<file path="config.mk">
export PLATFORM = sky130hd
export DESIGN_NAME = div_sequencer
export DESIGN_NICKNAME = d
export VERILOG_FILES = /design/src/rtl/div_sequencer.sv
export SDC_FILE = /design/constraint.sdc
export NUM_CORES = 1
export LEC_CHECK = 0
export CAP_MARGIN = 10
export CORE_UTILIZATION = 52
export DETAILED_ROUTE_END_ITERATION = 10
export PLACE_DENSITY_LB_ADDON = 0.25
export SYNTH_ARGS = -nofsm -noshare
export SYNTH_HDL_FRONTEND = slang
export SYNTH_SLANG_ARGS = --single-unit
</file>
<file path="constraint.sdc">
create_clock -name clk -period 5.9 [get_ports clk]
set_clock_uncertainty 0.2 [all_clocks]
set_input_delay 1.18 -clock clk [delete_from_list [all_inputs] [get_ports clk]]
set_output_delay 1.18 -clock clk [all_outputs]
set_load 0.03 [all_outputs]
</file>
<file path="src/rtl/div_sequencer.sv">
// ---------------------------------------------------------------------------
// div_sequencer
//   Iterative restoring unsigned divider with its controller. One quotient bit
//   is produced per clock. The control unit sees a start/busy/done handshake.
//   Quotient, remainder and a divide-by-zero flag go to the ALU result mux.
//
// Ports
//   clk          in   1      rising-edge clock
//   rst_n        in   1      asynchronous active-low reset
//   start        in   1      request a division (sampled only when busy=0)
//   abort        in   1      synchronous cancel of an in-flight division
//   dividend     in   WIDTH  numerator, captured on accepted start
//   divisor      in   WIDTH  denominator, captured on accepted start
//   busy         out  1      high while a division is in progress
//   done         out  1      one-cycle pulse: results valid from this cycle on
//   quotient     out  WIDTH  floor(dividend/divisor)
//   remainder    out  WIDTH  dividend mod divisor
//   div_by_zero  out  1      divisor was 0 for the last completed operation
// ---------------------------------------------------------------------------
module div_sequencer #(
    parameter int WIDTH = 8,
    parameter int CNT_W = 4
) (
    input  logic             clk,
    input  logic             rst_n,
    input  logic             start,
    input  logic             abort,
    input  logic [WIDTH-1:0] dividend,
    input  logic [WIDTH-1:0] divisor,
    output logic             busy,
    output logic             done,
    output logic [WIDTH-1:0] quotient,
    output logic [WIDTH-1:0] remainder,
    output logic             div_by_zero
);

    typedef enum logic [1:0] {
        S_IDLE = 2'd0,
        S_ITER = 2'd1,
        S_DONE = 2'd2
    } state_t;

    state_t             state_q, state_d;
    logic [WIDTH-1:0]   a_q, a_d;          // partial remainder
    logic [WIDTH-1:0]   q_q, q_d;          // dividend shifting out / quotient shifting in
    logic [WIDTH-1:0]   d_q, d_d;          // captured divisor
    logic [CNT_W-1:0]   cnt_q, cnt_d;
    logic               busy_q, busy_d;
    logic               done_q, done_d;
    logic [WIDTH-1:0]   quot_q, quot_d;
    logic [WIDTH-1:0]   rem_q, rem_d;
    logic               dbz_q, dbz_d;

    logic [WIDTH:0]     a_sh_s;            // shifted remainder, one bit wider than A
    logic [WIDTH+1:0]   diff_s;            // extra bit carries the borrow/sign
    logic [WIDTH-1:0]   a_step_s;
    logic [WIDTH-1:0]   q_step_s;
    logic               accept_s;

    // One restoring shift/subtract step computed from the current datapath.
    always_comb begin
        a_sh_s = {a_q, q_q[WIDTH-1]};
        diff_s = {1'b0, a_sh_s} - {2'b00, d_q};
        if (diff_s[WIDTH+1]) begin
            // Negative: restore. a_sh < D here, so it fits in WIDTH bits.
            a_step_s = a_sh_s[WIDTH-1:0];
            q_step_s = {q_q[WIDTH-2:0], 1'b0};
        end else begin
            // Non-negative: a_sh < 2D, so the difference fits in WIDTH bits.
            a_step_s = diff_s[WIDTH-1:0];
            q_step_s = {q_q[WIDTH-2:0], 1'b1};
        end
    end

    // Next-state, datapath and registered-output logic for the sequencer.
    always_comb begin
        state_d  = state_q;
        a_d      = a_q;
        q_d      = q_q;
        d_d      = d_q;
        cnt_d    = cnt_q;
        busy_d   = 1'b0;
        done_d   = 1'b0;
        quot_d   = quot_q;
        rem_d    = rem_q;
        dbz_d    = dbz_q;
        // abort takes priority over a simultaneous start
        accept_s = start & ~abort;

        case (state_q)
            S_IDLE, S_DONE: begin
                if (accept_s) begin
                    if (divisor == '0) begin
                        state_d = S_DONE;
                        done_d  = 1'b1;
                        quot_d  = '1;
                        rem_d   = dividend;
                        dbz_d   = 1'b1;
                    end else begin
                        state_d = S_ITER;
                        busy_d  = 1'b1;
                        a_d     = '0;
                        q_d     = dividend;
                        d_d     = divisor;
                        cnt_d   = CNT_W'(WIDTH);
                    end
                end else begin
                    state_d = S_IDLE;
                end
            end
            S_ITER: begin
                if (abort) begin
                    // Drop the partial result; published outputs stay untouched.
                    state_d = S_IDLE;
                end else begin
                    a_d   = a_step_s;
                    q_d   = q_step_s;
                    cnt_d = cnt_q - CNT_W'(1);
                    if (cnt_q == CNT_W'(1)) begin
                        state_d = S_DONE;
                        done_d  = 1'b1;
                        quot_d  = q_step_s;
                        rem_d   = a_step_s;
                        dbz_d   = 1'b0;
                    end else begin
                        busy_d  = 1'b1;
                    end
                end
            end
            default: begin
                state_d = S_IDLE;
            end
        endcase
    end

    // State, datapath and output registers with asynchronous reset.
    always_ff @(posedge clk or negedge rst_n) begin
        if (!rst_n) begin
            state_q <= S_IDLE;
            a_q     <= '0;
            q_q     <= '0;
            d_q     <= '0;
            cnt_q   <= '0;
            busy_q  <= 1'b0;
            done_q  <= 1'b0;
            quot_q  <= '0;
            rem_q   <= '0;
            dbz_q   <= 1'b0;
        end else begin
            state_q <= state_d;
            a_q     <= a_d;
            q_q     <= q_d;
            d_q     <= d_d;
            cnt_q   <= cnt_d;
            busy_q  <= busy_d;
            done_q  <= done_d;
            quot_q  <= quot_d;
            rem_q   <= rem_d;
            dbz_q   <= dbz_d;
        end
    end

    assign busy        = busy_q;
    assign done        = done_q;
    assign quotient    = quot_q;
    assign remainder   = rem_q;
    assign div_by_zero = dbz_q;

endmodule

</file>
# Yosys cells after proc, flatten, opt, wreduce, memory -nomap -nowiden
# Cells that the tools add are included.
# totals
ff_bits	49
in_bits	20
wordCells	75
# classes
add_sub_neg	2
n_eq_ne	9
n_mux	44
bitwise_logic	3
reduce_logical	7
# op_table
op	count
$mux 8	15
$pmux 8 s2	4
$mux 1	13
$mux 4	3
$ne 2x2->1 const B	5
$sub 9x8->10	1
$logic_not 8->1	1
$mux 2	4
$pmux 4 s2	1
$pmux 1 s2	3
$reduce_and 5->1	1
$eq 4x1->1 const B	1
$pmux 2 s2	1
$reduce_and 4->1	1
$sub 4x1->4 const B	1
$ne 3x3->1 const B	1
$reduce_and 3->1	1
$eq 2x1->1 const B	1
$eq 2x2->1 const B	1
$logic_not 2->1	1
$not 1->1	2
$reduce_bool 2->1	1
$reduce_or 2->1	1
$and 1x1->1	1

# Logic depth before layout (Yosys ltp)
# Gate-level depths: netlist of run 1.
# logic_depth
depth_word	5
depth_mapped	9
depth_no_buf	9

# Worst setup path after synthesis of run 1
# No wires, ideal clock.
# synth_timing
path_kind	input port to flip-flop
from	input port abort
to	register a_q[2]
setup_ns	0.125
arrival_time_ns	2.390
t_required_ns	5.575
path_slack_ns	3.186
cell_stages	5
cell_sequence	nor3b_2 a21boi_2 nand2b_1 buf_6 mux2_2
# synth_between
elab_chain_cells	4
# synth_lines
element	line	text
from (decl)	27	input logic abort,
$not 1->1	88	accept_s = start & ~abort;
$and 1x1->1	88	
$ne 2x2->1 (no line)	-	
$reduce_and 4->1 (no line) (*)	-	
to (signal assigned)	140	a_q <= '0;
to (signal assigned)	151	a_q <= a_d;
to (decl)	44	logic [WIDTH-1:0] a_q, a_d;
# Every way passes the cells marked *; elsewhere a longest branch is shown, timed or not.
# A chain may end at the register's enable or synchronous reset.

# Worst setup path after layout of run 1
# layout_timing
from	input port abort
to	register rem_q[2], in the netlist remainder[2]
# layout_between
elab_chain_cells	4
# layout_lines
element	line	text
$not 1->1	88	
$and 1x1->1	88	
$ne 2x2->1 (no line)	-	
$reduce_and 5->1 (no line) (*)	-	
to (signal assigned)	158	rem_q <= rem_d;
to (decl)	51	logic [WIDTH-1:0] rem_q, rem_d;
# Marked as above.

==> results of run 1 <==
## sequential cells by signal (all words and copies together), names as in the netlist
register / cells
remainder: 8
state_q: 2
a_q: 8
quotient: 8
q_q: 8
div_by_zero: 1
d_q: 8
cnt_q: 4
done: 1
busy: 1
## worst max-delay path, delay by kind of cell
| family | cells | cell delay, ns |
|---|---|---|
| buf+inv | 1 | 0.46 |
| simple gates | 4 | 1.78 |
| compound gates | 1 | 0.20 |
## cells by family (layout without fill, tap and decap cells)
group / Yosys count / after routing
AO/OA/AOI/OAI: 84 / 84
XOR/XNOR: 5 / 5
adder cells (fa/ha/maj): 11 / 11
buffers and inverters: 28 / 63
flip-flops: 49 / 49
multiplexers: 3 / 3
AND/OR/NAND/NOR: 106 / 106
## routing by layer
metal	part of all wire [%]	vias up
li1	-	1095
met1	47	1062
met2	43	79
met3	7.4	15
met4	2.4	0
met5	0	-
## cells in the final DEF, fill, tap and decap left out, types with 2 or more instances in the layout
master	Yosys	routed
dfrtp_1	49	49
clkdlybuf4s50_1	0	37
nor2_1	32	32
nand2_1	32	32
inv_1	14	14
a21oi_1	14	14
o21ai_0	14	14
ha_1	10	10
a31oi_1	9	9
nand3_1	7	7
nor2_2	7	7
nand2b_1	6	6
o211ai_1	6	6
a31oi_2	6	6
clkbuf_8	0	5
o22ai_1	4	4
nor4_1	3	3
o21ai_1	3	3
xor2_1	3	3
mux2_2	3	3
and3_1	3	3
a32oi_1	3	3
nor3b_1	2	2
o21bai_1	2	2
or2_2	2	2
nor2b_1	2	2
nand4_1	2	2
xnor2_1	2	2
a211oi_1	2	2
a41oi_2	2	2
clkinvlp_4	0	2
buf_4	2	2
## layout make-up
cell class / instances / area [sq um] / area share [%]
clock inverters: 3 / 26.3 / 0.811
inverters: 14 / 52.6 / 1.62
repair buffers: 41 / 410 / 12.7
clock buffers: 5 / 68.8 / 2.12
multi-input cells: 209 / 1370 / 42.2
well taps: 70 / 87.6 / 2.70
flip-flops and latches: 49 / 1230 / 37.9
## synthesized netlist by cell type (2+ instances only)
master | n | share of area [%]
a211oi_1 | 2 | 0.55
a21oi_1 | 14 | 2.5
a31oi_1 | 9 | 2.0
a31oi_2 | 6 | 2.7
a32oi_1 | 3 | 0.96
a41oi_2 | 2 | 1.2
and3_1 | 3 | 0.68
buf_2 | 3 | 0.55
buf_4 | 2 | 0.55
buf_6 | 3 | 1.2
clkbuf_1 | 5 | 0.68
dfrtp_1 | 49 | 45
ha_1 | 10 | 4.6
inv_1 | 14 | 1.9
mux2_2 | 3 | 1.2
nand2_1 | 32 | 4.4
nand2b_1 | 6 | 1.4
nand3_1 | 7 | 1.3
nand4_1 | 2 | 0.46
nor2_1 | 32 | 4.4
nor2_2 | 7 | 1.6
nor2b_1 | 2 | 0.46
nor3b_1 | 2 | 0.55
nor4_1 | 3 | 0.68
o211ai_1 | 6 | 1.6
o21ai_0 | 14 | 2.5
o21ai_1 | 3 | 0.55
o21bai_1 | 2 | 0.55
o22ai_1 | 4 | 0.91
or2_2 | 2 | 0.46
xnor2_1 | 2 | 0.64
xor2_1 | 3 | 0.96
## final timing paths
| path | to | startpoint | slack [ns] | cells after the start |
|---|---|---|---|---|
| max | remainder[2] | abort | 2.28 | 6 |
| min | remainder[2] | remainder[2] | 0.34 | 1 |
| max reg2reg | remainder[2] | cnt_q[1] | 3.08 | 7 |
| min reg2reg | remainder[2] | remainder[2] | 0.34 | 1 |
| max in group asynchronous | quotient[5] | rst_n | 4.47 | 2 |
| min in group asynchronous | d_q[3] | rst_n | 0.54 | 1 |
## power groups by stage
stage	logic (W)	registers (W)	clock network, W
final	0.000940	0.000558	0.000217
after global routing	0.00103	0.000571	0.000232
after CTS	0.000932	0.000556	0.000216
after detailed placement	0.000924	0.000563	0
after global placement	0.000915	0.000561	0
after floorplan	0.000578	0.000638	0
## per-stage QoR
step / setup slack [ns] / std cells / cell area, sq um / power, W / util (%)
floorplan: 3.19 / 286 / 2750 / 0.00122 / -
global placement: 2.06 / 382 / 3120 / 0.00148 / 61.2
detailed placement: 1.95 / 382 / 3120 / 0.00149 / 61.2
CTS: 2.28 / 390 / 3220 / 0.00170 / 63.0
global route: 2.02 / 391 / 3240 / 0.00183 / 63.4
finish: 2.28 / 391 / 3240 / 0.00171 / 63.4
==> reports/qor.yml, run 1 <==
worst_setup_path:
  cp.required_ns: 5.91
  worstPathMaxFanout: 29
  cp-end-kind: "register"
  cpMaxStageDelayCell: "nand2b_1"
  max_stage_delay_ns: 0.83
  crit_type: "in2reg"
  startpoint_type: "input port"
  arrival_ns: 3.63
  crit_chain: "clkdlybuf4s50_1 -> nor3b_2 -> nand3_1 -> nand2b_1 -> nand2_1 -> o22a_1"
cts:
  cts_sinks: 49
  clockRootBuffer: "clkbuf_8"
  cts_tree: "done"
  clock_path_buffers: 2
  postCtsSetupRepairBufs: 0
  cts.clk_slew.worst_paths_ns: 0.10
  numCtsBuffers: 5
  h-tree-depth: 2
  clk-insertion-delay-late_ns: 0.31
  cts_resized: 0
  cts_hold_buffers: 0
worst_hold_path:
  hold_class: "reg2reg"
power_and_ir_drop:
  p_leak_nw: 1.35
  p_comb_share_pct: 54.8
  clockPowerShare_pct: 12.6
  p_sw_w: 0.000787
  p_per_area_nw_per_um2: 529
  p_int_w: 0.000928
  vdd_drop_max_v: 0.000385
  p_seq_share_pct: 32.5
  p_sw_share_pct: 45.9
timing:
  drv_slew: 0
  period_share_pct: 61.3
  worstMarginPinSlew_ns: 1.03
  grt_setup_unrepaired: "no"
  finalSetupViolations: 0
  hold_violations: 0
  timing.hold.ws_ns: 0.338
  tns_ns: 0
  fmax_mhz: 276
  min_period_ns: 3.62
  relSlewSlack_pct: 31.4
floorplanning:
  die_w_um: 74.7
  start_util_pct: 53.8
  die_y_um: 74.7
  pin_count: 39
  design.die.area_sq_um: 5580
  rows: 26
  core-area_sq_um: 5110
yosys:
  synthSimpleGateAreaFrac_pct: 18.8
  synth_top_flop_cell: "dfrtp_1"
  synth_compound_area_share_pct: 22.9
  synthArstFlopShare_pct: 100
  syn_inst: 286
  ys_seq_elements: 49
  avgSynthCellArea_sq_um: 9.61
  muxShareOfSynthArea_pct: 1.23
  synth_top_family_by_area: "compound AO/OA/AOI/OAI gates"
  ys_seq_area_share_pct: 44.6
  synth_xor_area_share_pct: 1.59
  synth_edf_count: 0
  syn_area_sq_um: 2750
  yosys_warnings: 0
  synth-adder-area-share_pct: 5.28
  syn-num-nets: 317
  yosysUniqueCellTypes: 61
routing:
  drtAntennaViolNets: 0
  drt_first_iter_violations: 177
  first_pass_iters: 4
  dr_total_vias: 2251
  wl_per_cell_um: 16.2
  drt-total-wl_mm: 6.35
  vias_per_cell: 5.76
  drc: 0
final_layout:
  drive_above_1_share_pct: 13.1
  finish.net_count: 351
  n_fill_cell: 446
  area_delta_synth_final_pct: 17.8
  num_antenna_cells: 0
run:
  drv_cap: 0
grt:
  grt_max_degree: 50
  grt_overflow: 0
  antenna_found_initial: 0
  grt_util_met2_pct: 34.9
  grt_usage_pct: 24.2
  met1_usage_pct: 35.2
  busiest_layer: "met1"
  grt_pass1_wl_mm: 9.92
  first_global_vias: 1970
  met3_usage_pct: 5.89
place:
  routabilityCongestion: 0.900
  portBuffers: 38
  hpwl_mm: 4.54
outcome:
  status: "completed"
Note: power is estimated with default switching activity, not from simulation.
==> run 2, diff against run 1 <==
- clock period: 5.9 -> 3.55 ns (I/O delays scaled with it)
==> reports/qor.yml, run 2 (synthesized netlist as in run 1, its figures left out) <==
outcome:
  status: "completed"
final_layout:
  drive_above_1_share_pct: 13.3  # +0.23 points
  num_antenna_cells: 0  # unchanged
  mostFrequentLayoutCells: "49 x dfrtp_1, 37 x clkdlybuf4s50_1, 32 x nor2_1, 32 x nand2_1"
  finish.net_count: 353  # +0.57%
  n_fill_cell: 459  # +2.9%
  area_delta_synth_final_pct: 17.6
  layout_commonest_cell: "dfrtp_1"
  layout.cells.non_filler: 393  # +0.51%
routing:
  highest_layer: "met4"
  drt_first_iter_violations: 165  # -6.8%
  met3_length_um: 304  # -35%
  routed-wl-met2_mm: 2.96  # +7.6%
  first_pass_iters: 4  # unchanged
  vias_per_cell: 5.68  # -1.3%
  drtAntennaViolNets: 0  # unchanged
  wl_per_cell_um: 16.1  # -0.84%
  drc: 0  # unchanged
  wl_met1_mm: 2.98  # +0.30%
  drt-total-wl_mm: 6.33  # -0.33%
  dr_total_vias: 2233  # -0.80%
cts:
  clockRootBuffer: "clkbuf_8"
  clock_path_buffers: 2  # unchanged
  h-tree-depth: 2  # unchanged
  numCtsBuffers: 5  # unchanged
  postCtsSetupRepairBufs: 0  # unchanged
  cts_hold_buffers: 0  # unchanged
  cts_sinks: 49  # unchanged
  cts_resized: 0  # unchanged
  cts.clk_slew.worst_paths_ns: 0.09  # about the same
  cts_tree: "done"
  clk-insertion-delay-late_ns: 0.31  # about the same
worst_setup_path:
  cp.required_ns: 3.56  # -2.35 ns
  crit_type: "in2reg"
  reg2reg_depth: 9  # +2
  worstPathMaxFanout: 29  # unchanged
  cp-end-kind: "register"
  arrival_ns: 2.66  # -0.97 ns
  startpoint_type: "input port"
power_and_ir_drop:
  p_comb_share_pct: 55.2  # +0.4 points
  p_per_area_nw_per_um2: 872  # +65%
  p_seq_share_pct: 32.9  # +0.4 points
  p_leak_nw: 1.36  # +0.73%
  vdd_drop_max_v: 0.000485  # +26%
  power_w: 0.00282  # +64%
  p_sw_w: 0.00128  # +62%
  clockPowerShare_pct: 11.9  # -0.7 points
  p_sw_share_pct: 45.3  # -0.58 points
  p_int_w: 0.00154  # +66%
run:
  drv_cap: 0  # unchanged
place:
  portBuffers: 38  # unchanged
  pre_cts_ws_ns: 0.569  # -1.38 ns
  dp.cells: 385  # +0.79%
  routabilityCongestion: 0.942  # +4.6%
  hpwl_mm: 4.68  # +3.0%
grt:
  grt_overflow: 0  # unchanged
  first_global_vias: 2098  # +6.5%
  grt_max_degree: 50  # unchanged
  grt_pass1_wl_mm: 10.1  # +2.4%
  antenna_found_initial: 0  # unchanged
  grt_usage_pct: 24.6  # +0.36 points
timing:
  finalSetupViolations: 0  # unchanged
  timing.hold.ws_ns: 0.333  # -0.00435 ns
  fin_ws_ns: 0.891  # -1.39 ns
  tns_ns: 0  # unchanged
  worstMarginPinSlew_ns: 1.07  # +0.0423 ns
  fmax_mhz: 376
  min_period_ns: 2.66
  grt_setup_unrepaired: "no"
  hold_violations: 0  # unchanged
  period_share_pct: 74.9
  drv_slew: 0  # unchanged
  relSlewSlack_pct: 28.6  # -2.8 points
worst_hold_path:
  holdPathStages: 2  # +1
  hold_class: "reg2reg"
floorplanning:
  rows: 26  # unchanged
  die_w_um: 74.7  # unchanged
  start_util_pct: 53.8  # unchanged
  pin_count: 39  # unchanged
  design.die.area_sq_um: 5580  # unchanged
  core-area_sq_um: 5110  # unchanged
  die_y_um: 74.7  # unchanged
-- run 2: cell count changes in the layout (fill, tap and decap cells not counted) --
cell / previous run / this run
clkinv_2: 0 / 1
buf_12: 1 / 0
inv_6: 0 / 1
clkinvlp_4: 2 / 0
clkbuf_1: 0 / 1
buf_4: 2 / 5
inv_8: 1 / 0
-- run 2: worst max-delay path: stages --
cell	delay, ns
clkdlybuf4s50_1	0.45
or3b_1	0.58
nor2b_4	0.25
nand2b_1	0.13
buf_4	0.29
nand2_1	0.08
o22a_1	0.16
-- run 2: per-layer routing --
layer	up-vias	global-route usage, %
li1	1093	-
met1	1072	35.8
met2	61	37.7
met3	7	3.48
met4	0	8.39
met5	-	0
-- run 2: power groups by stage --
| stage | clock network (W) | registers, W | logic (W) |
|---|---|---|---|
| floorplan | 0 | 0.00106 | 0.000961 |
| global placement | 0 | 0.000929 | 0.00152 |
| detailed placement | 0 | 0.000935 | 0.00154 |
| CTS | 0.000341 | 0.000925 | 0.00155 |
| global route | 0.000369 | 0.000954 | 0.00170 |
| finish | 0.000336 | 0.000926 | 0.00156 |
-- run 2: layout make-up --
type / count / area (sq um) / area share [%]
Clock inverter: 2 / 13.8 / 0.426
Inverter: 14 / 52.6 / 1.63
Tap cell: 70 / 87.6 / 2.71
Sequential cell: 49 / 1230 / 37.9
Timing Repair Buffer: 43 / 413 / 12.8
Multi-Input combinational cell: 209 / 1370 / 42.3
Clock buffer: 6 / 72.6 / 2.24
-- run 2: per-stage QoR --
step | cell area [sq um] | utilization (%)
after global routing | 3230 | 63.3
after CTS | 3230 | 63.3
after detailed placement | 3150 | 61.6
after floorplan | 2750 | -
final | 3230 | 63.3
after global placement | 3150 | 61.6
-- run 2: final timing paths --
| path | startpoint | endpoint | slack (ns) |
|---|---|---|---|
| setup / recovery | abort | remainder[2] | 0.89 |
| hold / removal | quotient[6] | quotient[6] | 0.33 |
| setup reg to reg | q_q[7] | remainder[6] | 0.98 |
| hold reg to reg | quotient[6] | quotient[6] | 0.33 |
| max in group asynchronous | rst_n | a_q[1] | 2.10 |
| min in group asynchronous | rst_n | d_q[2] | 0.39 |
